--- src/rtl/score_digits_display_pkg.sv ---
// Shared glyph geometry, FSM state type and seven-segment encoding for the score banner.
package score_digits_display_pkg;

    localparam int CellW  = 12;
    localparam int CellH  = 28;
    localparam int Stroke = 4;

    localparam int XRight = CellW - Stroke;
    localparam int YMid0  = (CellH - Stroke) / 2;
    localparam int YMid1  = YMid0 + Stroke;
    localparam int YBot   = CellH - Stroke;

    typedef enum logic [1:0] {
        StIdle,
        StConvert,
        StCommit
    } conv_state_e;

    // Half-open rectangle relative to the cell origin.
    typedef struct packed {
        logic [4:0] x0;
        logic [4:0] x1;
        logic [4:0] y0;
        logic [4:0] y1;
    } seg_rect_t;

    // Index 0..6 = segments a..g.
    localparam seg_rect_t SegRect [7] = '{
        '{5'd0,          5'(CellW), 5'd0,         5'(Stroke)},
        '{5'(XRight),    5'(CellW), 5'd0,         5'(YMid1)},
        '{5'(XRight),    5'(CellW), 5'(YMid0),    5'(CellH)},
        '{5'd0,          5'(CellW), 5'(YBot),     5'(CellH)},
        '{5'd0,          5'(Stroke), 5'(YMid0),   5'(CellH)},
        '{5'd0,          5'(Stroke), 5'd0,        5'(YMid1)},
        '{5'd0,          5'(CellW), 5'(YMid0),    5'(YMid1)}
    };

    // Bit s lights segment s (bit 0 = a).
    localparam logic [6:0] SegEnc [10] = '{
        7'h3F, 7'h06, 7'h5B, 7'h4F, 7'h66, 7'h6D, 7'h7D, 7'h07, 7'h7F, 7'h6F
    };

    function automatic logic seg_hit(input logic [3:0] digit, input int dx, input int dy);
        logic [6:0] segs;
        logic       hit;
        segs = (digit < 4'd10) ? SegEnc[digit] : 7'h00;
        hit  = 1'b0;
        for (int s = 0; s < 7; s++) begin
            if (segs[s] && dx >= int'(SegRect[s].x0) && dx < int'(SegRect[s].x1) &&
                dy >= int'(SegRect[s].y0) && dy < int'(SegRect[s].y1)) begin
                hit = 1'b1;
            end
        end
        return hit;
    endfunction

endpackage

--- src/rtl/score_digits_display_if.sv ---
// Pixel-position, score and status signals between the video timing side and the renderer.
interface score_digits_display_if #(
    parameter int SCORE_BITS = 10
) ();
    logic [9:0]            i_vpos;
    logic [9:0]            i_hpos;
    logic [SCORE_BITS-1:0] i_score;
    logic                  i_frame_start;
    logic [2:0]            o_score_rgb;
    logic                  o_busy;
    logic                  o_overflow;

    modport master (
        output i_vpos, i_hpos, i_score, i_frame_start,
        input  o_score_rgb, o_busy, o_overflow
    );

    modport slave (
        input  i_vpos, i_hpos, i_score, i_frame_start,
        output o_score_rgb, o_busy, o_overflow
    );
endinterface

--- src/rtl/score_digits_display_bin2bcd_seq.sv ---
// Iterative double-dabble: one add-3/shift step per cycle, then a one-cycle done in StCommit.
module bin2bcd_seq
    import score_digits_display_pkg::*;
#(
    parameter int SCORE_BITS = 10
) (
    input  logic                                i_clk,
    input  logic                                i_rst_n,
    input  logic                                start_i,
    input  logic [SCORE_BITS-1:0]               bin_i,
    output logic                                busy_o,
    output logic                                done_o,
    output logic [4*((SCORE_BITS+2)/3)-1:0]     bcd_o
);
    localparam int BcdNib = (SCORE_BITS + 2) / 3;
    localparam int BcdW   = 4 * BcdNib;
    localparam int CntW   = $clog2(SCORE_BITS + 1);
    localparam logic [CntW-1:0] LastCnt = CntW'(SCORE_BITS - 1);

    conv_state_e           state_q;
    logic [SCORE_BITS-1:0] bin_q, bin_d;
    logic [BcdW-1:0]       bcd_q, bcd_d;
    logic [CntW-1:0]       cnt_q;
    logic [BcdW-1:0]       adj;

    always_comb begin
        adj = bcd_q;
        for (int n = 0; n < BcdNib; n++) begin
            if (adj[4*n +: 4] >= 4'd5) adj[4*n +: 4] = adj[4*n +: 4] + 4'd3;
        end
        {bcd_d, bin_d} = {adj, bin_q} << 1;
    end

    always_ff @(posedge i_clk) begin
        if (!i_rst_n) begin
            state_q <= StIdle;
            bin_q   <= '0;
            bcd_q   <= '0;
            cnt_q   <= '0;
        end else begin
            unique case (state_q)
                StIdle: begin
                    if (start_i) begin
                        bin_q   <= bin_i;
                        bcd_q   <= '0;
                        cnt_q   <= '0;
                        state_q <= StConvert;
                    end
                end
                StConvert: begin
                    bin_q <= bin_d;
                    bcd_q <= bcd_d;
                    cnt_q <= cnt_q + 1'b1;
                    if (cnt_q == LastCnt) state_q <= StCommit;
                end
                StCommit: state_q <= StIdle;
                default:  state_q <= StIdle;
            endcase
        end
    end

    assign busy_o = (state_q != StIdle);
    assign done_o = (state_q == StCommit);
    assign bcd_o  = bcd_q;

endmodule

--- src/rtl/score_digits_display.sv ---
// Score banner: per-frame BCD conversion, atomic commit with overflow clamp, registered pixel.
module score_digits_display
    import score_digits_display_pkg::*;
#(
    parameter int         SCORE_BITS   = 10,
    parameter int         NUM_DIGITS   = 4,
    parameter int         X0           = 576,
    parameter int         Y0           = 2,
    parameter int         DIGIT_GAP    = 4,
    parameter int         BANNER_H     = 32,
    parameter bit         LZ_BLANK     = 1'b1,
    parameter logic [2:0] DIGIT_COLOR  = 3'b100,
    parameter logic [2:0] BANNER_COLOR = 3'b000
) (
    input  logic                   i_clk,
    input  logic                   i_rst_n,
    score_digits_display_if.slave  bus
);
    localparam int BcdNib = (SCORE_BITS + 2) / 3;
    localparam int MaxNib = (BcdNib > NUM_DIGITS) ? BcdNib : NUM_DIGITS;

    logic [4*BcdNib-1:0]     bcd;
    logic                    done;
    logic [4*MaxNib-1:0]     bcd_pad;
    logic [4*NUM_DIGITS-1:0] disp_q, disp_d;
    logic                    ovf_q, ovf_d;
    logic [2:0]              rgb_q, rgb_d;

    bin2bcd_seq #(
        .SCORE_BITS (SCORE_BITS)
    ) u_bin2bcd (
        .i_clk   (i_clk),
        .i_rst_n (i_rst_n),
        .start_i (bus.i_frame_start),
        .bin_i   (bus.i_score),
        .busy_o  (bus.o_busy),
        .done_o  (done),
        .bcd_o   (bcd)
    );

    // Nibbles above the displayed digits only feed the overflow flag.
    always_comb begin
        bcd_pad = (4*MaxNib)'(bcd);
        ovf_d   = |(bcd_pad >> (4 * NUM_DIGITS));
        disp_d  = ovf_d ? {NUM_DIGITS{4'd9}} : bcd_pad[4*NUM_DIGITS-1:0];
    end

    always_comb begin : pix_comb
        int         cell_x;
        int         dx;
        int         dy;
        logic       lead_zero;
        logic [3:0] dig;
        cell_x    = 0;
        dx        = 0;
        dy        = 0;
        lead_zero = 1'b1;
        dig       = 4'd0;
        rgb_d     = 3'b000;
        if (int'(bus.i_vpos) < BANNER_H) begin
            rgb_d = BANNER_COLOR;
            dy    = int'(bus.i_vpos) - Y0;
            for (int n = 0; n < NUM_DIGITS; n++) begin
                dig       = disp_q[4*(NUM_DIGITS-1-n) +: 4];
                lead_zero = lead_zero && (dig == 4'd0);
                cell_x    = X0 + n * (CellW + DIGIT_GAP);
                dx        = int'(bus.i_hpos) - cell_x;
                if (!(LZ_BLANK && lead_zero && (n < NUM_DIGITS - 1)) &&
                    dx >= 0 && dx < CellW && dy >= 0 && dy < CellH && seg_hit(dig, dx, dy)) begin
                    rgb_d = DIGIT_COLOR;
                end
            end
        end
    end

    always_ff @(posedge i_clk) begin
        if (!i_rst_n) begin
            disp_q <= '0;
            ovf_q  <= 1'b0;
            rgb_q  <= 3'b000;
        end else begin
            rgb_q <= rgb_d;
            if (done) begin
                disp_q <= disp_d;
                ovf_q  <= ovf_d;
            end
        end
    end

    assign bus.o_score_rgb = rgb_q;
    assign bus.o_overflow  = ovf_q;

endmodule

--- src/flat_wrapper.sv ---
// flat-port wrapper written by rule: the top's interface ports become plain ports
module score_digits_display_flat import score_digits_display_pkg::*;
#(
    parameter int         SCORE_BITS   = 10,
    parameter int         NUM_DIGITS   = 4,
    parameter int         X0           = 576,
    parameter int         Y0           = 2,
    parameter int         DIGIT_GAP    = 4,
    parameter int         BANNER_H     = 32,
    parameter bit         LZ_BLANK     = 1'b1,
    parameter logic [2:0] DIGIT_COLOR  = 3'b100,
    parameter logic [2:0] BANNER_COLOR = 3'b000
)
  (i_clk, i_rst_n, bus_i_vpos, bus_i_hpos, bus_i_score, bus_i_frame_start, bus_o_score_rgb, bus_o_busy, bus_o_overflow);
  score_digits_display_if #(.SCORE_BITS(SCORE_BITS)) bus_i ();
  input  logic i_clk;
  input  logic i_rst_n;
  input wire logic [$bits(bus_i.i_vpos)-1:0] bus_i_vpos;
  input wire logic [$bits(bus_i.i_hpos)-1:0] bus_i_hpos;
  input wire logic [$bits(bus_i.i_score)-1:0] bus_i_score;
  input wire logic [$bits(bus_i.i_frame_start)-1:0] bus_i_frame_start;
  output wire logic [$bits(bus_i.o_score_rgb)-1:0] bus_o_score_rgb;
  output wire logic [$bits(bus_i.o_busy)-1:0] bus_o_busy;
  output wire logic [$bits(bus_i.o_overflow)-1:0] bus_o_overflow;
  assign bus_i.i_vpos = bus_i_vpos;
  assign bus_i.i_hpos = bus_i_hpos;
  assign bus_i.i_score = bus_i_score;
  assign bus_i.i_frame_start = bus_i_frame_start;
  assign bus_o_score_rgb = bus_i.o_score_rgb;
  assign bus_o_busy = bus_i.o_busy;
  assign bus_o_overflow = bus_i.o_overflow;
  score_digits_display #(.SCORE_BITS(SCORE_BITS), .NUM_DIGITS(NUM_DIGITS), .X0(X0), .Y0(Y0), .DIGIT_GAP(DIGIT_GAP), .BANNER_H(BANNER_H), .LZ_BLANK(LZ_BLANK), .DIGIT_COLOR(DIGIT_COLOR), .BANNER_COLOR(BANNER_COLOR)) u_core (.i_clk(i_clk), .i_rst_n(i_rst_n), .bus(bus_i));
endmodule
--- config.mk ---
export PLATFORM = sky130hd
export DESIGN_NAME = score_digits_display_flat
export DESIGN_NICKNAME = d
export VERILOG_FILES = /design/src/rtl/score_digits_display_pkg.sv /design/src/rtl/score_digits_display_if.sv /design/src/rtl/score_digits_display_bin2bcd_seq.sv /design/src/rtl/score_digits_display.sv /design/src/flat_wrapper.sv
export SDC_FILE = /design/constraint.sdc
export NUM_CORES = 1
export LEC_CHECK = 0
export BUFFER_PORTS_ARGS = -buffer_cell sky130_fd_sc_hd__buf_2
export CORE_MARGIN = 2
export CORE_UTILIZATION = 30
export DETAILED_ROUTE_END_ITERATION = 10
export GPL_TIMING_DRIVEN = 0
export PLACE_DENSITY = 0.49
export SLEW_MARGIN = 20
export SYNTH_ARGS = -nofsm -noshare
export SYNTH_HDL_FRONTEND = slang
export SYNTH_SLANG_ARGS = --single-unit
--- constraint.sdc ---
create_clock -name i_clk -period 4.4 [get_ports i_clk]
set_input_delay 0.22 -clock i_clk [delete_from_list [all_inputs] [get_ports i_clk]]
set_output_delay 0.22 -clock i_clk [all_outputs]
set_load 0.01 [all_outputs]
==> Flow_metrics.wiki, run 1 <==
{| class="wikitable"
! Metric !! Value
|-
| DRT Wirelength || roughly 11000 microns
|-
| Setup slack, reg-to-reg || roughly 2200 ps
|-
| Crit start category || input port
|-
| Wire length of the first global-routing pass || between 15000 and 20000 microns
|-
| Count of standard-cell rows || 42
|-
| Capture point of the worst reg-to-reg path || u_core.bus.o_score_rgb[2]
|-
| Critical path arrival || 2670 ps
|-
| Most frequent standard cell in the layout excluding fill and tap cells || nand2_1
|-
| Number of hold buffers added after cts || 0
|-
| Post-synth top area share || between 20% and 30%
|-
| Most frequent CP cell || nand2_1
|-
| Detailed-route DRC error count || 0
|-
| Post-CTS clock slew at the launch and capture registers of the worst setup and hold paths || about 70 ps
|-
| Synthesized area divided by synthesized cell count || about 7.6 sq um
|-
| Count of yosys warnings during synthesis || 0
|-
| Initial antenna violation count || 0
|-
| Critical Path Source || bus_i_hpos[7]
|-
| Worst hold start || bus_i_score[1]
|-
| Pleak || approximately 1.7 nW
|-
| Number of buffers inserted during clock tree synthesis || 5
|-
| PwrDens || ~220 nW/um^2
|-
| Required time reported for the critical path endpoint || 4610 ps
|-
| Fraction of final layout cells with drive strength greater than 1 || under 10%
|-
| Slew Limit Fails || 0
|-
| Post CTS Setup Buffer Count || 0
|-
| Count of routing violations after the opening detailed-route iteration || roughly 280
|-
| Part of the Yosys area used for sequential elements || a little under a quarter
|-
| Setup repair after global routing missed its margin || no
|-
| Sum Neg Setup Slack || 0 ps
|-
| Destination of the worst hold path || u_core.u_bin2bcd.bin_q[1]
|-
| Reg-to-reg critical path startpoint || u_core.disp_q[1]
|-
| Tot GR Track Use || around 15%
|-
| Syn Inst Count || 540
|-
| Routed via count divided by cell count || roughly 5.2
|-
| Final hold vios || 0
|-
| Number of global-route vias before repair || just under 4000
|-
| Quantity of gates resized following cts || 0
|-
| Die area || between 10000 and 15000 sq um
|-
| GRT overflow || 0
|-
| Chip Height || 120.7 microns
|-
| Sinks on Clock Net || 49
|-
| Flip-flop and latch count after synthesis || between 40 and 50
|-
| Post-route ant nets || 0
|-
| Achievable clock frequency || 406.3 MHz
|-
| Vias after detailed routing || around 4000
|-
| Layout area overhead || 12.61%
|-
| Effective utilization at floorplan || a little under a third
|-
| IO Port Bufs || 29
|-
| RePlAce Congestion || around 0.87
|-
| Share of the clock period used by the worst path after layout || 55.94%
|-
| Maximum VDD drop || roughly 140 uV
|-
| Count of max-cap constraint violations || 0
|-
| Top fanout value on the critical path || 10
|-
| Library cells used by synthesis || 70
|-
| CP max stage delay || approximately 410 ps
|-
| Clock latency on the worst-skew pair || between 200 and 300 ps
|-
| Maximum clock path buffer count || 2
|-
| Area inside the core boundary || about 13000 sq um
|-
| # diodes || 0
|-
| Post-synthesis instance area || between 4000 and 5000 sq um
|-
| Most area-hungry cell type in the Yosys netlist || dfxtp_1
|-
| Cell area after layout || roughly 4600 sq um
|-
| # H-tree levels || 2
|-
| Async S/R FF share, synth || 0%
|-
| Most frequent cells in the layout || nand2_1 (61), a21oi_1 (57), dfxtp_1 (49)
|-
| Final HPWL DP || a little over 8000 microns
|-
| Highest-delay cell along the critical path || nor4b_1
|-
| Slew at the pin closest to its max-slew limit || 752.0 ps
|-
| Type of the most critical hold path || input port to register
|-
| Worst Reg-to-Reg Cells || 9
|-
| Capturing element type of the critical path || register
|-
| Ports placed on the boundary || 38
|-
| Cells along the critical path || buf_2 > clkbuf_1 > inv_1 > ha_1 > and2b_1 > xnor2_1 > o31ai_1 > nand2_1 > nor4b_1 > nand2_1 > o2111ai_1
|-
| Total buffers and inverters traversed by the critical path || 3
|-
| Stages on worst setup path || 11
|-
| Hold depth || 3
|-
| Headroom to the max-slew limit || approximately half
|-
| Setup violation total in the final timing report || 0
|-
| Number of iterations in the first detailed-routing pass || 5
|-
| Clock Skews || 7.233 ps
|-
| Total Power || 1.000 mW
|-
| Placed cell area || 4462 sq um
|-
| Worst hold slack after final layout || about 240 ps
|-
| Post-layout min period || 2461 ps
|-
| Number of nets in the final layout || 655
|-
| Kind of cell with the highest combined delay on the critical path || simple AND/OR/NAND/NOR gates
|-
| Post-synth top flop || dfxtp_1
|-
| Chip Width || 120.7 microns
|-
| Count of flip-flops with a built-in enable after synthesis || 0
|-
| Largest cells by area after synthesis || dfxtp_1 (24%), ha_1 (13%), a21oi_1 (7.0%)
|-
| Pin count of the biggest net entering global routing || 16
|-
| Outcome || completed
|-
| Clock Tree Root || clkbuf_16
|-
| TritonCTS clock tree || built
|-
| Setup Crit Path Kind || input port to register
|-
| Wire per inst || 14.43 microns
|}
kinds of logic after synthesis:
logic type | Yosys count | synth area share, %
other | 1 | 0.09171
buffers and inverters | 70 | 7.681
adders and majority gates | 44 | 13.46
AOI/OAI and AO/OA | 172 | 28.34
DFF | 49 | 23.99
and+or+nand+nor | 182 | 21.45
muxes | 7 | 1.775
xor gates and xnor gates | 15 | 3.213
Yosys cell counts (3+ instances only):
library cell / n
nand2_1: 61
a21oi_1: 57
dfxtp_1: 49
nor2_1: 45
ha_1: 44
inv_1: 35
clkbuf_1: 25
o21ai_0: 21
nor3_1: 15
a22oi_1: 13
nand3_1: 13
o22ai_1: 13
o221ai_1: 11
xnor2_1: 10
nand2b_1: 9
o211ai_1: 8
nor3b_1: 7
nor2b_1: 6
a211oi_1: 5
a31oi_1: 5
mux2i_1: 5
xor2_1: 5
and3b_1: 4
nand4_1: 4
nor4_1: 4
a2111oi_0: 3
buf_4: 3
clkbuf_8: 3
o21a_1: 3
or2_2: 3
state kept, by name (all words and copies together), names as in the netlist:
register                  count
u_core.bus.o_score_rgb        1
u_core.disp_q                16
u_core.u_bin2bcd.bcd_o       16
u_core.u_bin2bcd.bin_q       10
u_core.u_bin2bcd.cnt_q        4
u_core.u_bin2bcd.state_q      2
worst max path at each step:
stage	to	slack [ps]
after floorplan	u_core.bus.o_score_rgb[2]	2160
after global placement	u_core.bus.o_score_rgb[2]	1720
after detailed placement	u_core.bus.o_score_rgb[2]	1680
after CTS	u_core.bus.o_score_rgb[2]	1970
after global routing	u_core.bus.o_score_rgb[2]	1600
final	u_core.bus.o_score_rgb[2]	1940
cell type report:
type | count | area [sq um]
plain buffers | 35 | 182.7
clock buffers | 6 | 128.9
clock inverters | 2 | 13.76
fillers | 1410 | 8691
inverters | 35 | 131.4
multi-input cells | 423 | 2801
flip-flops and latches | 49 | 980.9
well taps | 176 | 220.2
repair buffers | 29 | 145.1
per-layer routing:
metal / up-vias / routed length [microns] / global-route usage (%)
li1: 2019 / - / -
met1: 1856 / 5452 / 20.25
met2: 62 / 4979 / 25.42
met3: 13 / 306 / 1.651
met4: 0 / 159 / 3.924
met5: - / 0 / 0
through the flow:
stage	util [%]	setup slack [ps]	cells
detailed placement	33.56	1682	747
floorplan	-	2160	542
finish	34.63	1939	755
CTS	34.63	1973	755
global route	34.63	1603	755
global placement	33.56	1719	747
worst min-delay path, cell delays in order:
cell and delay [ps]:
buf_2 80, o22ai_1 60, a21oi_1 130
power breakdown:
group / internal [mW] / switching (mW) / leakage (nW)
Clock: 0.212 / 0.175 / 0.0712
Combinational: 0.0570 / 0.0938 / 1.23
Sequential: 0.454 / 0.00858 / 0.398
Total: 0.723 / 0.277 / 1.70
No activity file was read; power rests on OpenSTA's default activity.
==> inputs of run 2 (changes only) <==
- clock period: 4.4 -> 2.4 ns (I/O delays scaled with it)
==> Flow_metrics.wiki, run 2 (synthesis results as in run 1) <==
{| class="wikitable"
! Metric !! Value
|-
| Worst slack after detailed placement || -217.9 ps
|-
| Maximum clock path buffer count || 2
|-
| Count of max-cap constraint violations || 0
|-
| Top fanout value on the critical path || 8
|-
| Fraction of met3 tracks used by global routing || around 1.7%
|-
| RePlAce Congestion || 0.8688
|-
| Routing usage on met2 || approximately a quarter
|-
| Type of the most critical hold path || input port to register
|-
| Required time reported for the critical path endpoint || around 2600 ps
|-
| Slew Limit Fails || 0
|-
| Fraction of final layout cells with drive strength greater than 1 || 9.862%
|-
| Initial antenna violation count || 0
|-
| Pin count of the biggest net entering global routing || 16
|-
| Number of fill cells || roughly 1400
|-
| Sinks on Clock Net || 49
|-
| Post-CTS clock slew at the launch and capture registers of the worst setup and hold paths || around 70 ps
|-
| Clock Skews || about 6.5 ps
|-
| Final Util || approximately a third
|-
| # diodes || 0
|-
| Achievable clock frequency || 449.2 MHz
|-
| Chip Height || 120.7 microns
|-
| Final worst-path setup slack || 173.8 ps
|-
| Outcome || completed
|-
| Setup Crit Path Kind || register to register
|-
| Detailed-route DRC error count || 0
|-
| Routed via count divided by cell count || ~5.2
|-
| Area inside the core boundary || 13300 sq um
|-
| Post-route ant nets || 0
|-
| Die area || 14580 sq um
|-
| Count of routing violations after the opening detailed-route iteration || approximately 270
|-
| Clock latency on the worst-skew pair || roughly 290 ps
|-
| Vias after detailed routing || a little under 4000
|-
| GRT overflow || 0
|-
| Clock Tree Root || clkbuf_16
|-
| Critical path arrival || roughly 2400 ps
|-
| Quantity of gates resized following cts || 0
|-
| Tot GR Track Use || approximately 15%
|-
| Wire length of the first global-routing pass || ~18000 microns
|-
| Final HPWL DP || between 8000 and 9000 microns
|-
| Crit start category || register
|-
| Setup violation total in the final timing report || 0
|-
| Effective utilization at floorplan || between 30% and 40%
|-
| Slew at the pin closest to its max-slew limit || just under 800 ps
|-
| IO Port Bufs || 29
|-
| Number of iterations in the first detailed-routing pass || 4
|-
| Setup repair after global routing missed its margin || no
|-
| Final hold vios || 0
|-
| Maximum VDD drop || roughly 260 uV
|-
| Total Power || roughly 1.8 mW
|-
| Wire per inst || between 10 and 15 microns
|-
| Post CTS Setup Buffer Count || 0
|-
| Grt peak-use layer || met2
|-
| Count of standard-cell rows || 42
|-
| TritonCTS clock tree || built
|-
| Post-layout min period || 2226 ps
|-
| Capturing element type of the critical path || register
|-
| Share of the clock period used by the worst path after layout || between 90% and 100%
|-
| Number of nets in the final layout || about 650
|-
| Number of global-route vias before repair || ~3800
|-
| Grt met1 use || about a fifth
|-
| DRT Wirelength || between 10000 and 15000 microns
|-
| Number of hold buffers added after cts || 0
|-
| Headroom to the max-slew limit || between 40% and 50%
|-
| # H-tree levels || 2
|-
| Sum Neg Setup Slack || 0 ps
|-
| Pleak || between 1.5 and 2 nW
|-
| Ports placed on the boundary || 38
|-
| PwrDens || between 300 and 400 nW/um^2
|-
| Number of buffers inserted during clock tree synthesis || 5
|-
| Chip Width || ~120 microns
|-
| Layout area overhead || 12.52%
|-
| Most frequent cells in the layout || nand2_1 (61), a21oi_1 (57), dfxtp_1 (49)
|-
| Most frequent standard cell in the layout excluding fill and tap cells || nand2_1
|}
run 2: changes by cell type in the layout (fill, tap and decap cells not counted):
cell | previous run | this run
clkbuf_1 | 26 | 25
run 2: area by class of cell:
cell class	instances	area, sq um	area share (%)
Tap cell	176	220.2	4.787
Multi-Input combinational cell	423	2801	60.89
Inverter	35	131.4	2.856
Clock inverter	2	13.76	0.2992
Sequential cell	49	980.9	21.32
Timing Repair Buffer	29	145.1	3.155
Clock buffer	6	128.9	2.801
Buffer	34	178.9	3.889
run 2: worst max-delay path: stages, from the launching register on:
cell	delay, ps
dfxtp_1	500
inv_1	130
ha_1	210
nor2b_1	130
o32ai_1	230
o21ai_0	130
a32oi_1	220
o221ai_1	180
a32oi_1	240
o2111ai_1	110
run 2: power breakdown:
part | total, mW | switching [mW] | internal (mW)
clock | 0.707 | 0.318 | 0.389
combinational | 0.276 | 0.172 | 0.104
sequential | 0.847 | 0.0157 | 0.832
run 2: path summary, 6_finish.rpt:
path	startpoint	to	slack, ps	cells after the start
setup / recovery	u_core.disp_q[1]	u_core.bus.o_score_rgb[2]	170	9
setup reg to reg	u_core.disp_q[1]	u_core.bus.o_score_rgb[2]	170	9
hold reg to reg	u_core.u_bin2bcd.bcd_o[15]	u_core.disp_q[15]	490	2
hold / removal	bus_i_score[1]	u_core.u_bin2bcd.bin_q[1]	140	3
run 2: stage by stage:
step	hold slack [ps]	area, sq um	std cells
after floorplan	331.4	4096	542
after global placement	420.3	4462	747
after detailed placement	437.6	4462	747
after CTS	136.5	4604	755
after global routing	143.5	4601	754
final	140.7	4601	754
run 2: layer usage:
| metal | up-vias | routed length, microns |
|---|---|---|
| li1 | 2019 | - |
| met1 | 1842 | 5410 |
| met2 | 72 | 4947 |
| met3 | 13 | 366 |
| met4 | 0 | 163 |
| met5 | - | 0 |
